<file path="src/rtl/mult_pkg.sv">
// Shared types and helpers for the iterative radix-4 Booth multiplier.
package mult_pkg;

    typedef enum logic [1:0] {
        IDLE,
        RUN,
        DONE
    } state_t;

    typedef enum logic [2:0] {
        ZERO,
        POS1,
        POS2,
        NEG1,
        NEG2
    } booth_digit_t;

    // Radix-4 digits needed to recode a WIDTH-bit operand widened by two bits.
    function automatic int n_digits(input int width);
        return width / 2 + 1;
    endfunction

endpackage

</file>
<file path="src/rtl/booth_pp_gen.sv">
// Radix-4 Booth digit encoder and partial-product generator (combinational).
// pp = (digit * a_ext) << 2*idx, a true two's-complement value mod 2^(2*WIDTH).
// WIDTH must be even and at least 4.
module booth_pp_gen
    import mult_pkg::*;
#(
    parameter int WIDTH = 32,
    parameter int IDX_W = 5
) (
    input  logic [WIDTH+1:0]   i_a_ext,
    input  logic [2:0]         i_win,
    input  logic [IDX_W-1:0]   i_idx,
    output logic [2*WIDTH-1:0] o_pp
);

    localparam int PW    = 2 * WIDTH;
    localparam int EXT_W = PW - (WIDTH + 2);

    booth_digit_t              w_digit;
    logic signed [PW-1:0]      w_a_pw;
    logic signed [PW-1:0]      w_mag;
    logic signed [PW-1:0]      w_val;
    logic        [IDX_W:0]     w_shamt;

    // Window {b[2i+1], b[2i], b[2i-1]} -> digit -2*b[2i+1] + b[2i] + b[2i-1].
    always_comb begin
        w_digit = ZERO;
        case (i_win)
            3'b001, 3'b010: w_digit = POS1;
            3'b011:         w_digit = POS2;
            3'b100:         w_digit = NEG2;
            3'b101, 3'b110: w_digit = NEG1;
            default:        w_digit = ZERO;
        endcase
    end

    // a_ext is already correctly extended, so widening just replicates its top bit.
    assign w_a_pw  = {{EXT_W{i_a_ext[WIDTH+1]}}, i_a_ext};
    assign w_shamt = {i_idx, 1'b0};

    // Select |digit| * a, then apply a full negate for the negative digits.
    always_comb begin
        w_mag = '0;
        w_val = '0;
        case (w_digit)
            POS1, NEG1: w_mag = w_a_pw;
            POS2, NEG2: w_mag = w_a_pw <<< 1;
            default:    w_mag = '0;
        endcase
        if (w_digit == NEG1 || w_digit == NEG2) begin
            w_val = -w_mag;
        end else begin
            w_val = w_mag;
        end
    end

    assign o_pp = w_val << w_shamt;

endmodule

</file>
<file path="src/rtl/booth_csa_accumulator.sv">
// Iterative radix-4 Booth multiplier front end: one digit per clock folded into
// a carry-save (sum, carry) pair; the final add is left to a downstream adder.
module booth_csa_accumulator
    import mult_pkg::*;
#(
    parameter int WIDTH = 32
) (
    input  logic                 clk,
    input  logic                 rst_n,
    input  logic                 in_valid,
    output logic                 in_ready,
    input  logic [WIDTH-1:0]     a,
    input  logic [WIDTH-1:0]     b,
    input  logic                 is_signed,
    output logic                 out_valid,
    input  logic                 out_ready,
    output logic [2*WIDTH-1:0]   sum_vec,
    output logic [2*WIDTH-1:0]   carry_vec
);

    localparam int N_DIGITS = n_digits(WIDTH);
    localparam int IDX_W    = $clog2(N_DIGITS);
    localparam int PW       = 2 * WIDTH;

    state_t               r_state;
    state_t               w_state_nxt;
    logic [WIDTH+1:0]     r_a_ext;
    // b_ext with the implicit b[-1] = 0 appended at bit 0.
    logic [WIDTH+2:0]     r_b_win;
    logic [IDX_W-1:0]     r_idx;
    logic [PW-1:0]        r_sum;
    logic [PW-1:0]        r_carry;

    logic                 w_accept;
    logic                 w_last;
    logic [IDX_W:0]       w_bit_pos;
    logic [2:0]           w_win;
    logic [PW-1:0]        w_pp;
    logic [PW-1:0]        w_sum_nxt;
    logic [PW-1:0]        w_carry_nxt;

    assign in_ready  = (r_state == IDLE);
    assign out_valid = (r_state == DONE);
    assign sum_vec   = r_sum;
    assign carry_vec = r_carry;

    assign w_accept  = in_valid && in_ready;
    assign w_last    = (r_idx == IDX_W'(N_DIGITS - 1));
    assign w_bit_pos = {r_idx, 1'b0};
    assign w_win     = r_b_win[w_bit_pos +: 3];

    booth_pp_gen #(
        .WIDTH (WIDTH),
        .IDX_W (IDX_W)
    ) u_pp_gen (
        .i_a_ext (r_a_ext),
        .i_win   (w_win),
        .i_idx   (r_idx),
        .o_pp    (w_pp)
    );

    // 3:2 compression; the carry out of the MSB is dropped (mod 2^(2*WIDTH)).
    assign w_sum_nxt   = r_sum ^ r_carry ^ w_pp;
    assign w_carry_nxt = {(r_sum[PW-2:0] & r_carry[PW-2:0]) |
                          (r_sum[PW-2:0] & w_pp[PW-2:0])    |
                          (r_carry[PW-2:0] & w_pp[PW-2:0]), 1'b0};

    // State register.
    always_ff @(posedge clk or negedge rst_n) begin
        if (!rst_n) begin
            r_state <= IDLE;
        end else begin
            r_state <= w_state_nxt;
        end
    end

    // Next-state logic: accept in IDLE, retire all digits in RUN, hold in DONE.
    always_comb begin
        w_state_nxt = r_state;
        case (r_state)
            IDLE: if (w_accept)  w_state_nxt = RUN;
            RUN:  if (w_last)    w_state_nxt = DONE;
            DONE: if (out_ready) w_state_nxt = IDLE;
            default:             w_state_nxt = IDLE;
        endcase
    end

    // Operand capture on accept, then one carry-save step per RUN cycle.
    always_ff @(posedge clk or negedge rst_n) begin
        if (!rst_n) begin
            r_a_ext <= '0;
            r_b_win <= '0;
            r_idx   <= '0;
            r_sum   <= '0;
            r_carry <= '0;
        end else if (r_state == IDLE) begin
            if (w_accept) begin
                r_a_ext <= is_signed ? {{2{a[WIDTH-1]}}, a} : {2'b00, a};
                r_b_win <= is_signed ? {{2{b[WIDTH-1]}}, b, 1'b0} : {2'b00, b, 1'b0};
                r_idx   <= '0;
                r_sum   <= '0;
                r_carry <= '0;
            end
        end else if (r_state == RUN) begin
            r_sum   <= w_sum_nxt;
            r_carry <= w_carry_nxt;
            r_idx   <= r_idx + IDX_W'(1);
        end
    end

endmodule

</file>
<file path="config.mk">
export PLATFORM = sky130hd
export DESIGN_NAME = booth_csa_accumulator
export DESIGN_NICKNAME = d
export VERILOG_FILES = /design/src/rtl/mult_pkg.sv /design/src/rtl/booth_pp_gen.sv /design/src/rtl/booth_csa_accumulator.sv
export SDC_FILE = /design/constraint.sdc
export NUM_CORES = 1
export LEC_CHECK = 0
export CAP_MARGIN = 0
export CORE_UTILIZATION = 47
export CTS_BUF_LIST = sky130_fd_sc_hd__clkbuf_4 sky130_fd_sc_hd__clkbuf_8 sky130_fd_sc_hd__clkbuf_16
export CTS_CLUSTER_DIAMETER = 30
export DETAILED_ROUTE_END_ITERATION = 6
export MAX_ROUTING_LAYER = met4
export PLACE_DENSITY = 0.7
export SLEW_MARGIN = 20
export SYNTH_ARGS = -nofsm -noshare
export SYNTH_HDL_FRONTEND = slang
export SYNTH_SLANG_ARGS = --single-unit
export TNS_END_PERCENT = 30
</file>
<file path="constraint.sdc">
create_clock -name clk -period 7.9 [get_ports clk]
set_clock_uncertainty 0.05 [all_clocks]
set_input_delay 1.58 -clock clk [delete_from_list [all_inputs] [get_ports clk]]
set_output_delay 1.58 -clock clk [all_outputs]
set_load 0.005 [all_outputs]
</file>
---- Word-level counts from Yosys, hierarchy flattened ----
Index checks and enable logic that the tools add are counted.
cells by class
  add/sub/neg operators ................... 2
  reduce and logical (&&, ||, !) cells .... 11
  bitwise logic cells ..................... 7
  shift-type cells ........................ 2
  equal/unequal tests ..................... 16
  multiplexer cells ....................... 17
operator list
  operator             count
  $mux 64              6
  $and 63x63->63       3
  $pmux 64 s2          1
  $xor 64x64->64       2
  $or 63x63->63        2
  $neg 64->64          1
  $shl 64x6->64        1
  $mux 35              1
  $shiftx 35x7->3      1
  $mux 34              1
  $mux 5               3
  $eq 3x2->1 const B   4
  $eq 3x3->1 const B   4
  $pmux 3 s4           1
  $reduce_or 2->1      4
  $eq 3x1->1 const B   2
  $mux 2               3
  $pmux 2 s3           1
  $add 5x1->5 const B  1
  $eq 5x5->1 const B   1
  $ne 2x1->1 const B   2
  $reduce_and 2->1     2
  $reduce_and 3->1     1
  $eq 2x1->1 const B   1
  other kinds (6)      6
storage, ports and cells
  output and inout bits ................... 130
  register bits after elaboration ......... 204

---- Depth between registers and ports, before layout ----
  word-level depth ........................ 15
  gate-level depth with buffers ........... 30

---- Cells and area by module ----
From an unflattened synthesis, not the netlist that was laid out.
second synthesis, totals
  cells, all modules ...................... 1972
  area total of the unflattened synthesis .. 16095.4 um^2
by module, submodules not included
  module                 seq. area each (um^2)  area an instance (um^2)  cells an instance  times used
  booth_csa_accumulator  5004.8                 9512.9                   970                1
  booth_pp_gen           0.0                    6582.6                   1002               1

---- Worst setup path after synthesis ----
OpenSTA, ideal clock, no wires.
  path kind ............................... flip-flop to flip-flop
  start ................................... reg r_idx[0]
  end ..................................... reg r_sum[16], in the netlist sum_vec[16]
  clock period less this slack ............ 7220 ps
  arrival time ............................ 7087 ps
  setup slack ............................. 680 ps
  required time ........................... 7767 ps
  buffers on the path ..................... 11
  stages on the path, launching flop included .. 29
  path through ............................ dfrtp_1 > clkbuf_1 > clkbuf_1 > buf_1 > buf_1 > clkbuf_1 > mux2i_1 > o41ai_1 > o21ai_0 > ha_1 > clkbuf_1 > buf_1 > clkbuf_1 > clkbuf_1 > buf_1 > nand2_1 > ha_1 > and2_1 > and4_1 > nand2_1 > buf_2 > nor4_1 > nor3_1 > a221oi_1 > mux4_2 > and2_1 > o21ai_0 > fa_1 > o21ai_0
between the ends
  word-level cells in the longest chain between the ends .. 13
ends and longest elaborated chain
  what                                      line                          RTL
  from (decl)                               booth_csa_accumulator.sv:30   logic [IDX_W-1:0] r_idx;
  from (signal assigned)                    booth_csa_accumulator.sv:107  r_idx <= r_idx + IDX_W'(1);
  $shiftx 35x7->3                           booth_csa_accumulator.sv:50   assign w_win = r_b_win[w_bit_pos +: 3];
  $eq 3x3->1, or another cell as far along  booth_pp_gen.sv:28            case (i_win)
  $reduce_or 2->1                           booth_pp_gen.sv:28
  $pmux 3 s4                                booth_pp_gen.sv:28
  $eq 3x2->1, or another cell as far along  booth_pp_gen.sv:45            case (w_digit)
  $reduce_or 2->1                           booth_pp_gen.sv:45
  $pmux 64 s2                               booth_pp_gen.sv:45
  $neg 64->64                               booth_pp_gen.sv:51            w_val = -w_mag;
  $mux 64                                   booth_pp_gen.sv:50            if (w_digit == NEG1 || w_digit == NEG2) begin
  $shl 64x6->64 (*)                         booth_pp_gen.sv:57            assign o_pp = w_val << w_shamt;
  $xor 64x64->64 (*)                        booth_csa_accumulator.sv:63   assign w_sum_nxt = r_sum ^ r_carry ^ w_pp;
  $mux 64 (*)                               booth_csa_accumulator.sv:104  end else if (r_state == RUN) begin
  $mux 64 (*)                               booth_csa_accumulator.sv:96   end else if (r_state == IDLE) begin
  to (signal assigned)                      booth_csa_accumulator.sv:105  r_sum <= w_sum_nxt;
  to (decl)                                 booth_csa_accumulator.sv:31   logic [PW-1:0] r_sum;
Every way passes the cells marked *; elsewhere a longest branch is shown, timed or not. The select of a mux whose other input is x is not followed.
A chain may end at the register's enable or synchronous reset.

---- Final worst setup path ----
  start ................................... reg r_idx[0]
  end ..................................... reg r_sum[33], in the netlist sum_vec[33]
The elaborated chain is that of the path after synthesis.

==> impl_metrics.ini <==
[global_route]
antenna_found_initial = 0
track_usage_pct = 33.0
grt_max_degree = 130
grt_pass1_wl_um = 81500
grt_pass1_vias = 13800
grt_overflow_total = 0

[logic_synthesis]
ys.flop_type = dfrtp_1
async_flop_share_pct = 100
ys_seq_area_share_pct = 33.3
syn_avg_cell_area_um2 = 8.16
synth_nets = 1982
synth_cell_type_count = 97
synth_warnings = 0
synth-seq-cells = 200
postSynthCellCount = 1843
synth_edf_count = 0
syn_area_um2 = 15000

[cts]
clkTransAtPathRegs_ns = 0.08
cts_resized = 0
clk_latency_ns = 0.47
cts_buffers = 17
ctsHoldBuffers = 0
cts_buffer_depth = 2
postCtsSetupRepairBufs = 0
cts_tree = yes
ctsHtreeMaxLevel = 4
root_buffer = clkbuf_16
cts.sinks = 200

[die]
core_um2 = 31500
ios = 199
die_h_um = 181
initial_core_util_pct = 47.8
die_w_um = 181
die-area_um2 = 32700
row_count = 65

[critical_path]
cp.required_ns = 8.19
arrival_ns = 7.27
endpoint_kind = flop
crit_path_max_fanout = 17
worstSetupPathType = reg2reg
crit_path_start_kind = flop

[layout]
drive_gt1_share_pct = 7.42
n_antenna_cell = 0
final_cell_mix = nand2_1 (320), o21ai_0 (201), dfrtp_1 (197)
final_nets = 2093
layout_commonest_cell = nand2_1
fillers = 2910
area_growth_pct = 19.0

[worst_hold_path]
hp-class = reg2reg

[sta]
period_minus_slack_ns = 6.99
maxSlewViolCount = 0
hold_viol_final = 0
tightest_slew_ns = 1.08
setup-tns-final_ns = 0
rsz0062_at_grt = false
setup_viol = 0
max-slew-margin-rel_pct = 27.2
fin_crit_sh_pct = 88.4
clock.fmax_mhz = 143

[drt]
vias_per_cell = 6.17
firstDrtPassIters = 6
vias = 14600
drt_iter0_drc = 1467
wl_per_cell_um = 21.6
ant_nets = 0
drc = 0
routed_wl_um = 51200

[job]
cap_violations = 0

[placed_design]
gp_congestion = 1.03
port_buffers = 197
post-dp-hpwl_um = 38000

[run_status]
outcome = finished clean
-- layout make-up --
class,instances,area [um^2],share of cell area (%)
timing repair buffer,237,2320,12.9
sequential,200,5010,28.0
clock buffer,18,433,2.42
inverter,133,499,2.79
tap,402,503,2.81
clock inverter,14,163,0.909
multi-input combinational,1365,8970,50.1
-- metrics by stage --
| step | area (um^2) | util (%) | setup slack (ns) | hold WS, ns | std cells |
|---|---|---|---|---|---|
| final | 17900 | 56.8 | 0.914 | 0.435 | 2369 |
| after global routing | 17900 | 56.8 | 0.517 | 0.462 | 2369 |
| after CTS | 17800 | 56.7 | 0.963 | 0.434 | 2367 |
| after detailed placement | 17200 | 54.8 | 0.980 | 0.414 | 2335 |
| after global placement | 17200 | 54.8 | 0.988 | 0.414 | 2335 |
| after floorplan | 15000 | - | 0.680 | 0.390 | 1843 |
-- worst max-delay path: stages (launching register included) --
cell	delay, ns
dfrtp_2	0.66
mux4_2	0.56
mux4_2	0.48
and2_1	0.20
nor2_1	0.19
ha_1	0.47
a211o_1	0.47
or3_1	0.36
o21ai_0	0.37
nand2_1	0.09
o31ai_1	0.28
a31oi_1	0.20
xnor2_1	0.48
inv_1	0.08
mux4_2	0.55
nor2_1	0.12
a21oi_1	0.07
and2_1	0.21
o32a_1	0.38
fa_1	0.51
o21ai_0	0.08
-- logic make-up after synthesis --
family	Yosys count	synth area share, %
AO/OA/AOI/OAI	508	22.1
XOR/XNOR	28	1.63
adder cells (fa/ha/maj)	70	8.92
buffers and inverters	278	7.18
flip-flops	200	33.3
multiplexers	65	5.64
other	1	0.0249
AND/OR/NAND/NOR	693	21.2
-- worst paths after layout --
kind	from	to	slack, ns	cells after the start
setup / recovery	r_idx[0]	sum_vec[33]	0.91	20
min in group asynchronous	rst_n	sum_vec[13]	1.04	1
setup reg to reg	r_idx[0]	sum_vec[33]	0.91	20
max in group asynchronous	rst_n	r_idx[0]	5.30	2
hold / removal	r_b_win[29]	r_b_win[29]	0.43	2
hold reg to reg	r_b_win[29]	r_b_win[29]	0.43	2
-- synth_stat cells (6+ instances only) --
library cell,n,area (um^2)
nand2_1,321,1200
o21ai_0,201,1010
dfrtp_1,200,5000
nand3_1,139,696
inv_1,129,484
clkbuf_1,116,435
nor2_1,92,345
a21oi_1,80,400
fa_1,62,1240
mux2i_1,42,420
nor3_1,26,130
a22oi_1,23,173
and2_1,20,125
buf_1,19,71.3
xnor2_1,18,158
a31oi_1,17,106
o31ai_1,17,128
a211oi_1,16,120
mux4_2,15,338
o211ai_1,14,105
nand2b_1,13,81.3
or3_1,13,81.3
a21o_1,12,90.1
nand4_1,11,68.8
or2_2,11,68.8
a221oi_1,10,87.6
xor2_1,10,87.6
a2bb2oi_1,8,70.1
ha_1,8,100
mux2_2,8,90.1
nor4_1,8,50.1
buf_2,7,35.0
o21a_1,7,52.6
o41ai_1,7,61.3
a31o_2,6,52.6
and3_1,6,37.5
and4_1,6,52.6
o221ai_1,6,52.6
or4_1,6,45.0
-- sequential cells by signal, indices dropped and copies added, names as in the netlist --
name and flops:
r_state 2, r_a_ext 33, r_idx 5, sum_vec 64, r_b_win 33, carry_vec 63
-- layer usage --
| layer | up-vias | share of wire (%) | wire length, um | global-route usage, % |
|---|---|---|---|---|
| li1 | 6691 | - | - | - |
| met2 | 653 | 46 | 23700 | 49.4 |
| met5 | - | 0 | 0 | - |
| met3 | 77 | 7.1 | 3640 | 5.68 |
| met4 | 0 | 2.9 | 1470 | 10.6 |
| met1 | 7207 | 44 | 22400 | 45.4 |
Power is left out: the tool's default activity adds up to more than one toggle a clock period on the data nets, which glitch-free logic cannot reach.
